===== config.mk =====
export PLATFORM = sky130hd
export DESIGN_NAME = programmable_fault_injector
export DESIGN_NICKNAME = d
export VERILOG_FILES = /design/src/rtl/programmable_fault_injector.sv
export SDC_FILE = /design/constraint.sdc
export NUM_CORES = 1
export LEC_CHECK = 0
export ABC_AREA = 0
export CAP_MARGIN = 0
export CORE_ASPECT_RATIO = 1.1
export CORE_MARGIN = 1.5
export CORE_UTILIZATION = 48
export CTS_CLUSTER_DIAMETER = 30
export CTS_CLUSTER_SIZE = 40
export DETAILED_ROUTE_END_ITERATION = 6
export PLACE_DENSITY = 0.82
export SYNTH_ARGS = -nofsm -noshare
export SYNTH_HDL_FRONTEND = slang
export SYNTH_SLANG_ARGS = --single-unit

===== constraint.sdc =====
create_clock -name clk -period 5.2 [get_ports clk]
set_input_delay 0.78 -clock clk [delete_from_list [all_inputs] [get_ports clk]]
set_output_delay 0.78 -clock clk [all_outputs]
set_load 0.01 [all_outputs]

===== src/rtl/programmable_fault_injector.sv =====
// programmable_fault_injector: flips one, two or a burst of codeword bits in a delay/repeat window.
// Define FI_LFSR_EN to take the base bit index from a 16-bit LFSR instead of cfg_addr_a.
module programmable_fault_injector #(
  parameter int          CODE_W    = 12,
  parameter int          ADDR_W    = 4,
  parameter int          CNT_W     = 8,
  parameter logic [15:0] LFSR_SEED = 16'hACE1
) (
  input  logic              clk,
  input  logic              rst,
  input  logic              cfg_valid,
  output logic              cfg_ready,
  input  logic [1:0]        cfg_mode,
  input  logic [ADDR_W-1:0] cfg_addr_a,
  input  logic [ADDR_W-1:0] cfg_addr_b,
  input  logic [ADDR_W-1:0] cfg_burst_len,
  input  logic [CNT_W-1:0]  cfg_delay,
  input  logic [CNT_W-1:0]  cfg_repeat,
  input  logic              abort,
  input  logic              in_valid,
  input  logic [CODE_W-1:0] in_code,
  output logic              out_valid,
  output logic [CODE_W-1:0] out_code,
  output logic [CODE_W-1:0] out_fault_mask,
  output logic              out_injected,
  output logic              busy,
  output logic              done
);

  typedef enum logic [1:0] {S_IDLE, S_DELAY, S_INJECT, S_DONE} state_e;

  if (LFSR_SEED == 16'h0 || (1 << ADDR_W) < CODE_W || CODE_W < 2) begin : g_param_check
    $error("programmable_fault_injector: illegal parameter set");
  end

  state_e              state_q, state_d;
  logic [1:0]          mode_q, mode_d;
  logic [ADDR_W-1:0]   b_q, b_d;
  logic [ADDR_W-1:0]   len_q, len_d;
  logic [CNT_W-1:0]    rep_q, rep_d;
  logic [CNT_W-1:0]    dly_cnt_q, dly_cnt_d;
  logic [CNT_W-1:0]    rep_cnt_q, rep_cnt_d;
  logic                accept;
  int                  a_eff;
  logic [CODE_W-1:0]   mask_now;
  logic                out_valid_q;
  logic [CODE_W-1:0]   out_code_q, out_mask_q;

  assign accept = cfg_valid && (state_q == S_IDLE);

`ifdef FI_LFSR_EN
  logic        fault_beat;
  logic [15:0] lfsr_q, lfsr_d;
  logic [15:0] a_mod;

  assign fault_beat = (state_q == S_INJECT) && in_valid;
  assign lfsr_d     = fault_beat ? {lfsr_q[14:0], lfsr_q[15] ^ lfsr_q[13] ^ lfsr_q[12] ^ lfsr_q[10]}
                                 : lfsr_q;
  assign a_mod      = lfsr_q % 16'(CODE_W);
  assign a_eff      = int'(a_mod);

  always_ff @(posedge clk or posedge rst) begin
    if (rst) lfsr_q <= LFSR_SEED;
    else     lfsr_q <= lfsr_d;
  end
`else
  logic [ADDR_W-1:0] a_q, a_d;

  assign a_d   = accept ? cfg_addr_a : a_q;
  assign a_eff = int'(a_q);

  always_ff @(posedge clk or posedge rst) begin
    if (rst) a_q <= '0;
    else     a_q <= a_d;
  end
`endif

  // Bit j is in a burst when its wrapped distance from the base index is below the length.
  function automatic logic [CODE_W-1:0] build_mask(input logic [1:0] mode, input int a,
                                                   input int b, input int len);
    logic [CODE_W-1:0] m;
    int                off;
    m = '0;
    for (int j = 0; j < CODE_W; j++) begin
      off = (j >= a) ? j - a : j + CODE_W - a;
      case (mode)
        2'd1:    m[j] = (j == a);
        2'd2:    m[j] = (j == a) || (j == b);
        2'd3:    m[j] = (a < CODE_W) && (off < len);
        default: m[j] = 1'b0;
      endcase
    end
    return m;
  endfunction

  assign mask_now = (state_q == S_INJECT) ? build_mask(mode_q, a_eff, int'(b_q), int'(len_q)) : '0;

  always_comb begin
    state_d   = state_q;
    mode_d    = mode_q;
    b_d       = b_q;
    len_d     = len_q;
    rep_d     = rep_q;
    dly_cnt_d = dly_cnt_q;
    rep_cnt_d = rep_cnt_q;
    case (state_q)
      S_IDLE: begin
        if (cfg_valid) begin
          mode_d    = cfg_mode;
          b_d       = cfg_addr_b;
          len_d     = cfg_burst_len;
          rep_d     = cfg_repeat;
          dly_cnt_d = cfg_delay;
          rep_cnt_d = cfg_repeat;
          if (cfg_mode != 2'd0) state_d = (cfg_delay == '0) ? S_INJECT : S_DELAY;
        end
      end
      S_DELAY: begin
        if (in_valid) begin
          dly_cnt_d = dly_cnt_q - CNT_W'(1);
          if (dly_cnt_q == CNT_W'(1)) state_d = S_INJECT;
        end
        if (abort) state_d = S_IDLE;
      end
      S_INJECT: begin
        if (in_valid && rep_q != '0) begin
          rep_cnt_d = rep_cnt_q - CNT_W'(1);
          if (rep_cnt_q == CNT_W'(1)) state_d = S_DONE;
        end
        if (abort) state_d = S_IDLE;
      end
      S_DONE:  state_d = S_IDLE;
      default: state_d = S_IDLE;
    endcase
  end

  always_ff @(posedge clk or posedge rst) begin
    if (rst) begin
      state_q   <= S_IDLE;
      mode_q    <= '0;
      b_q       <= '0;
      len_q     <= '0;
      rep_q     <= '0;
      dly_cnt_q <= '0;
      rep_cnt_q <= '0;
    end else begin
      state_q   <= state_d;
      mode_q    <= mode_d;
      b_q       <= b_d;
      len_q     <= len_d;
      rep_q     <= rep_d;
      dly_cnt_q <= dly_cnt_d;
      rep_cnt_q <= rep_cnt_d;
    end
  end

  // Output stage: one register between input beat and faulted codeword
  always_ff @(posedge clk or posedge rst) begin
    if (rst) begin
      out_valid_q <= 1'b0;
      out_code_q  <= '0;
      out_mask_q  <= '0;
    end else begin
      out_valid_q <= in_valid;
      if (in_valid) begin
        out_code_q <= in_code ^ mask_now;
        out_mask_q <= mask_now;
      end
    end
  end

  assign out_valid      = out_valid_q;
  assign out_code       = out_code_q;
  assign out_fault_mask = out_mask_q;
  assign out_injected   = |out_mask_q;
  assign cfg_ready      = (state_q == S_IDLE);
  assign busy           = (state_q == S_DELAY) || (state_q == S_INJECT);
  assign done           = (state_q == S_DONE);

endmodule

==> results of run 1 <==
-- logic make-up after synthesis --
kind of cell | after synthesis | synth area share (%)
AO/OA/AOI/OAI | 178 | 23.46
XOR/XNOR | 14 | 2.384
adder cells (fa/ha/maj) | 57 | 13.87
buffers and inverters | 56 | 4.307
flip-flops | 65 | 31.63
multiplexers | 32 | 6.788
AND/OR/NAND/NOR | 169 | 17.57
-- report_power, final --
part | internal, mW | switching (mW)
combinational | 1.17 | 1.52
sequential | 0.699 | 0.247
clock | 0.471 | 0.240
total | 2.34 | 2.01
-- worst max-delay path: stages, from the launching register on --
cell and delay, ns:
dfrtp_1 0.68, inv_1 0.33, ha_1 0.40, nand2b_1 0.28, nand2_1 0.13, mux2i_1 0.18
xnor2_1 0.25, ha_1 0.29, a21oi_1 0.14, o21ai_0 0.14, a2111oi_0 0.78, and2b_1 0.27
o2bb2ai_1 0.13
-- final timing paths --
path                       startpoint                end  slack (ns)  cells past startpoint
min reg2reg                  len_q[2]           len_q[2]        0.50                      1
max                            a_q[2]  out_fault_mask[8]        1.12                     12
max reg2reg                    a_q[2]  out_fault_mask[8]        1.12                     12
max in group asynchronous         rst             a_q[3]        3.61                      3
min                          len_q[2]           len_q[2]        0.50                      1
min in group asynchronous         rst        out_code[5]        1.02                      3
-- flip-flops by register name, summed over array words and instances, names as in the netlist --
signal	cells
out_code	12
out_fault_mask	12
dly_cnt_q	8
rep_cnt_q	8
rep_q	8
a_q	4
b_q	4
len_q	4
mode_q	2
state_q	2
out_valid	1
-- routing by layer --
metal	vias up	share of wire (%)	global-route usage (%)
met3	35	5.1	3.578
met5	-	0	0
met4	0	3.5	11.48
met1	2244	42	32.81
met2	164	49	43.38
li1	2259	-	-
-- layout make-up --
cell class	count	area, µm²
flip-flops and latches	65	1627
clock inverters	6	115.1
clock buffers	10	229.0
well taps	143	178.9
multi-input cells	450	3294
inverters	27	101.3
repair buffers	78	773.2
fillers	896	4075
-- placed cells by master, fill, tap and decap left out, drive strengths merged, types with 7 or more instances in the layout --
| cell | n |
|---|---|
| clkdlybuf4s50 | 75 |
| dfrtp | 65 |
| ha | 57 |
| a21oi | 49 |
| nand2 | 41 |
| nor2 | 31 |
| o21ai | 30 |
| inv | 26 |
| mux2 | 23 |
| nand3 | 15 |
| nor2b | 13 |
| o2bb2ai | 12 |
| nor3 | 11 |
| o22a | 11 |
| xnor2 | 10 |
| clkbuf | 10 |
| nand2b | 9 |
| mux2i | 9 |
| or3 | 9 |
| a211oi | 8 |
| a31oi | 7 |
==> impl_metrics.yaml, run 1 <==
run_status:
  run_status: "finished, final reports clean"
global_route:
  grt_pass1_vias: 4703
  overflow: 0
  grt_use_total_pct: 25.87
  grt_max_degree: 66
  grt_pass1_wl_um: 23230
  antenna_found_initial: 0
logic_synthesis:
  synth_common_cells: "65 x dfrtp_1, 57 x ha_1, 49 x a21oi_1"
  synth.top_cell.area_share_pct: 31.63
  postSynth.asyncResetShare_pct: 100.0
  seq_area_frac_synth_pct: 31.63
  synth_nets: 675
  synth_top_cell_by_area: "dfrtp_1"
  yosys-top-cells-area: "dfrtp_1 32%, ha_1 14%, mux2_2 5.0%"
  synthesis.area_um2: 5142
  synth_edf_count: 0
  synth_flop_cell: "dfrtp_1"
  ys_ff_latch: 65
  synth_warnings: 0
  syn_avg_cell_area_um2: 9.006
  synth.most_common_cell: "dfrtp_1"
  synth_cells: 571
  synth_cell_types: 68
route:
  wl_per_cell_um: 18.16
  drt_iter0_drc: 376
  vias: 4702
  vias_per_cell: 6.036
  ant_nets: 0
  firstDrtPassIters: 5
  drt-total-wl_um: 14150
  drc: 0
placed_design:
  place_ws_ns: 1.107
  placed_area_um2: 5974
  place.detailed.hpwl_um: 10510
  port_buffers: 75
  gp_congestion: 0.8801
  dp_cells: 763
cts:
  cts_sinks: 65
  cts_tree: "built"
  post-cts-setup-buffers: 0
  clkSlewWorstSetupHoldPaths_ns: 0.06
  holdBufCountCts: 0
  numCtsBuffers: 9
  cts_root_buf: "clkbuf_16"
  cts-root-to-sink-buffers: 2
  cts_resized: 0
  ctsHtreeMaxLevel: 3
  clk_latency_ns: 0.33
timing:
  setup_violations: 0
  period_share_pct: 78.53
  fin_hold_ws_ns: 0.5028
  fin_tns_setup_ns: 0
  slew_headroom_pct: 18.83
  setup_slack_ns: 1.116
  final_max_slew_viol_count: 0
  grt_setup_unrepaired: "false"
  period_needed_ns: 4.084
  fmax_mhz: 244.9
  tightest_slew_ns: 1.210
  finClkSkew_ns: 0.009777
  finalHoldViolCount: 0
layout:
  area_delta_synth_final_pct: 22.87
  layout-drive-gt1-share_pct: 8.019
  diodes: 0
  final_area_um2: 6319
  nets: 735
  post-route-util_pct: 60.79
  fin_cells: 779
power:
  power.density_nw_per_um2: 689.2
  vdd_drop_max_mv: 0.3899
  p_total_mw: 4.355
  p_leak_nw: 2.627
setup_path:
  startpoint_type: "register"
  arrival_ns: 4.33
  cp_max_fo: 13
  crit_path_end_kind: "register"
  crit_type: "register to register"
  worstPathRequired_ns: 5.44
die:
  core_um2: 10390
  die_h_um: 111.6
  initial_core_util_pct: 49.48
  dieArea_um2: 11340
  io_pins: 76
  fp.dieW_um: 101.7
  core.rowCount: 39
min_path:
  hp-class: "register to register"
flow_run:
  drv_cap: 0
(Power assumes the default switching activity.)
==> run 2: changes to the inputs <==
- PLACE_DENSITY: 0.82 -> 0.85
- clock period: 5.2 -> 3.3 ns (I/O delays scaled with it)
==> run 2 against run 1 <==
Effect of this change:
- critical path depth unchanged
- global-route usage up 0.66 points
- die area unchanged
- sequential cell count unchanged
- worst hold slack worse by 0.0039 ns
- clock power up 45%
- count of clock-buffer cells in the layout up 1
- largest power group unchanged
- combinational power up 68%
- worst setup slack worse by 0.90 ns
- routed wire length up 1.8%
==> impl_metrics.yaml, run 2 (synthesis results as in run 1) <==
setup_path:
  r2r.worst_path.cells: 12
  worstPathRequired_ns: 3.56
  timing.rr.end: "out_code[5]"
  rrSetupSlack_ns: 0.22
  r2r_start: "a_q[2]"
  arrival_ns: 3.34
  crit_path_end_kind: "register"
  cp_max_fo: 12
  crit_type: "register to register"
  startpoint_type: "register"
min_path:
  hold_path_end: "rep_q[4]"
  worst_hold_path.num_cells: 1
  hold_start: "rep_q[4]"
  hp-class: "register to register"
power:
  seq_power_share_pct: 20.1
  power.density_nw_per_um2: 1083
  vdd_drop_max_mv: 0.7854
  p_switching_mw: 3.204
  p_clk_share_pct: 14.8
  power.share.switching_pct: 45.99
  p_comb_share_pct: 65.1
  internal_power_mw: 3.763
  p_leak_nw: 2.694
placed_design:
  place.detailed.hpwl_um: 10640
  place_ws_ns: 0.08137
  gp_congestion: 0.9196
  port_buffers: 75
cts:
  numCtsBuffers: 9
  clk_latency_ns: 0.34
  cts-root-to-sink-buffers: 2
  post-cts-setup-buffers: 0
  cts_tree: "built"
  cts_sinks: 65
  clkSlewWorstSetupHoldPaths_ns: 0.06
  holdBufCountCts: 0
  cts_root_buf: "clkbuf_16"
  ctsHtreeMaxLevel: 3
die:
  core.rowCount: 39
  io_pins: 76
  fp.dieW_um: 101.7
  initial_core_util_pct: 49.48
  die_h_um: 111.6
  dieArea_um2: 11340
  core_um2: 10390
layout:
  diodes: 0
  area_delta_synth_final_pct: 25.06
  layout_common_cells: "75 x clkdlybuf4s50_1, 65 x dfrtp_1, 56 x ha_1, 49 x a21oi_1, 41 x nand2_1"
  nFillCells: 859
  layout-drive-gt1-share_pct: 10.86
  nets: 753
  final_common_cell: "clkdlybuf4s50_1"
timing:
  finClkSkew_ns: 0.01367
  period_share_pct: 93.38
  setup_slack_ns: 0.2183
  tightest_slew_ns: 0.7457
  grt_setup_unrepaired: "false"
  fmax_mhz: 324.5
  finalHoldViolCount: 0
  slew_headroom_pct: 50.22
  fin_tns_setup_ns: 0
  final_max_slew_viol_count: 0
  setup_violations: 0
  period_needed_ns: 3.082
global_route:
  grt_use_total_pct: 26.53
  grt.met1_usage_pct: 31.96
  overflow: 0
  grtUsageMet3_pct: 5.712
  antenna_found_initial: 0
  grt_pass1_vias: 4948
  use_met2_pct: 44.27
  grt_max_degree: 37
  grt_pass1_wl_um: 23880
  busiest_layer: "met2"
route:
  firstDrtPassIters: 5
  drt_iter0_drc: 352
  vias: 4936
  wl_per_cell_um: 18.07
  vias_per_cell: 6.193
  drc: 0
  ant_nets: 0
  drt-total-wl_um: 14400
flow_run:
  drv_cap: 0
run_status:
  run_status: "finished, final reports clean"
run 2: metal layers:
metal  wire, µm  part of all wire (%)  vias to the layer above
met5          0                     0                        -
met2       6992                    49                      182
li1           -                     -                     2290
met1       5974                    41                     2409
met4        675                   4.7                        0
met3        755                   5.2                       55
run 2: through the flow:
| step | power (mW) | hold WS, ns | cell area (µm²) | util (%) | std cells |
|---|---|---|---|---|---|
| 3_5_place_dp | 5.813 | 0.4895 | 6110 | 58.78 | 781 |
| 4_1_cts | 6.882 | 0.5007 | 6422 | 61.79 | 797 |
| 5_1_grt | 7.566 | 0.5064 | 6431 | 61.88 | 797 |
| 6_report | 6.967 | 0.4989 | 6431 | 61.88 | 797 |
| 2_1_floorplan | 4.532 | 0.4701 | 5142 | - | 571 |
| 3_3_place_gp | 5.622 | 0.4809 | 6110 | 58.78 | 781 |
run 2: worst max-delay path by stage:
stage | start | endpoint | slack [ns] | depth (start not counted)
2_1_floorplan | a_q[2] | out_fault_mask[8] | 0.14 | 14
5_1_grt | a_q[2] | out_code[5] | 0.02 | 12
3_5_place_dp | a_q[2] | out_fault_mask[8] | 0.08 | 13
3_3_place_gp | a_q[2] | out_fault_mask[8] | 0.26 | 13
4_1_cts | a_q[2] | out_fault_mask[8] | 0.07 | 13
6_report | a_q[2] | out_code[5] | 0.22 | 12
run 2: cell type report:
type / count / area [µm²] / share of cell area (%)
clock buffers: 11 / 232.7 / 3.619
clock inverters: 5 / 80.08 / 1.245
inverters: 27 / 101.3 / 1.576
multi-input cells: 450 / 3303 / 51.36
flip-flops and latches: 65 / 1627 / 25.29
well taps: 143 / 178.9 / 2.782
repair buffers: 96 / 908.4 / 14.12
run 2: timing repair:
action,CTS,global route
endpoints found under the hold margin,0,0
resized for setup,0,4
endpoints found under the setup margin,0,2
run 2: worst max-delay path, cell delays in order, from the launching register on:
cell and delay (ns):
dfrtp_1 0.36, buf_4 0.22, ha_1 0.22, inv_1 0.09
ha_1 0.20, inv_1 0.09, and2_1 0.17, mux2_2 0.35
ha_1 0.30, a211oi_1 0.07, a311oi_1 0.60, o21ai_0 0.15
a31oi_1 0.18
run 2: power by group through the flow:
stage | Combinational [mW] | Sequential, mW | Clock, mW
5_1_grt | 5.05 | 1.44 | 1.08
3_3_place_gp | 4.24 | 1.38 | 0
3_5_place_dp | 4.41 | 1.40 | 0
6_report | 4.53 | 1.40 | 1.03
4_1_cts | 4.45 | 1.39 | 1.04
2_1_floorplan | 3.18 | 1.35 | 0
==> run 3: changes to the inputs <==
- CAP_MARGIN: 0 -> 40
==> results of run 3 <==
No change in the layout: final DEF, timing and power equal those of run 2.
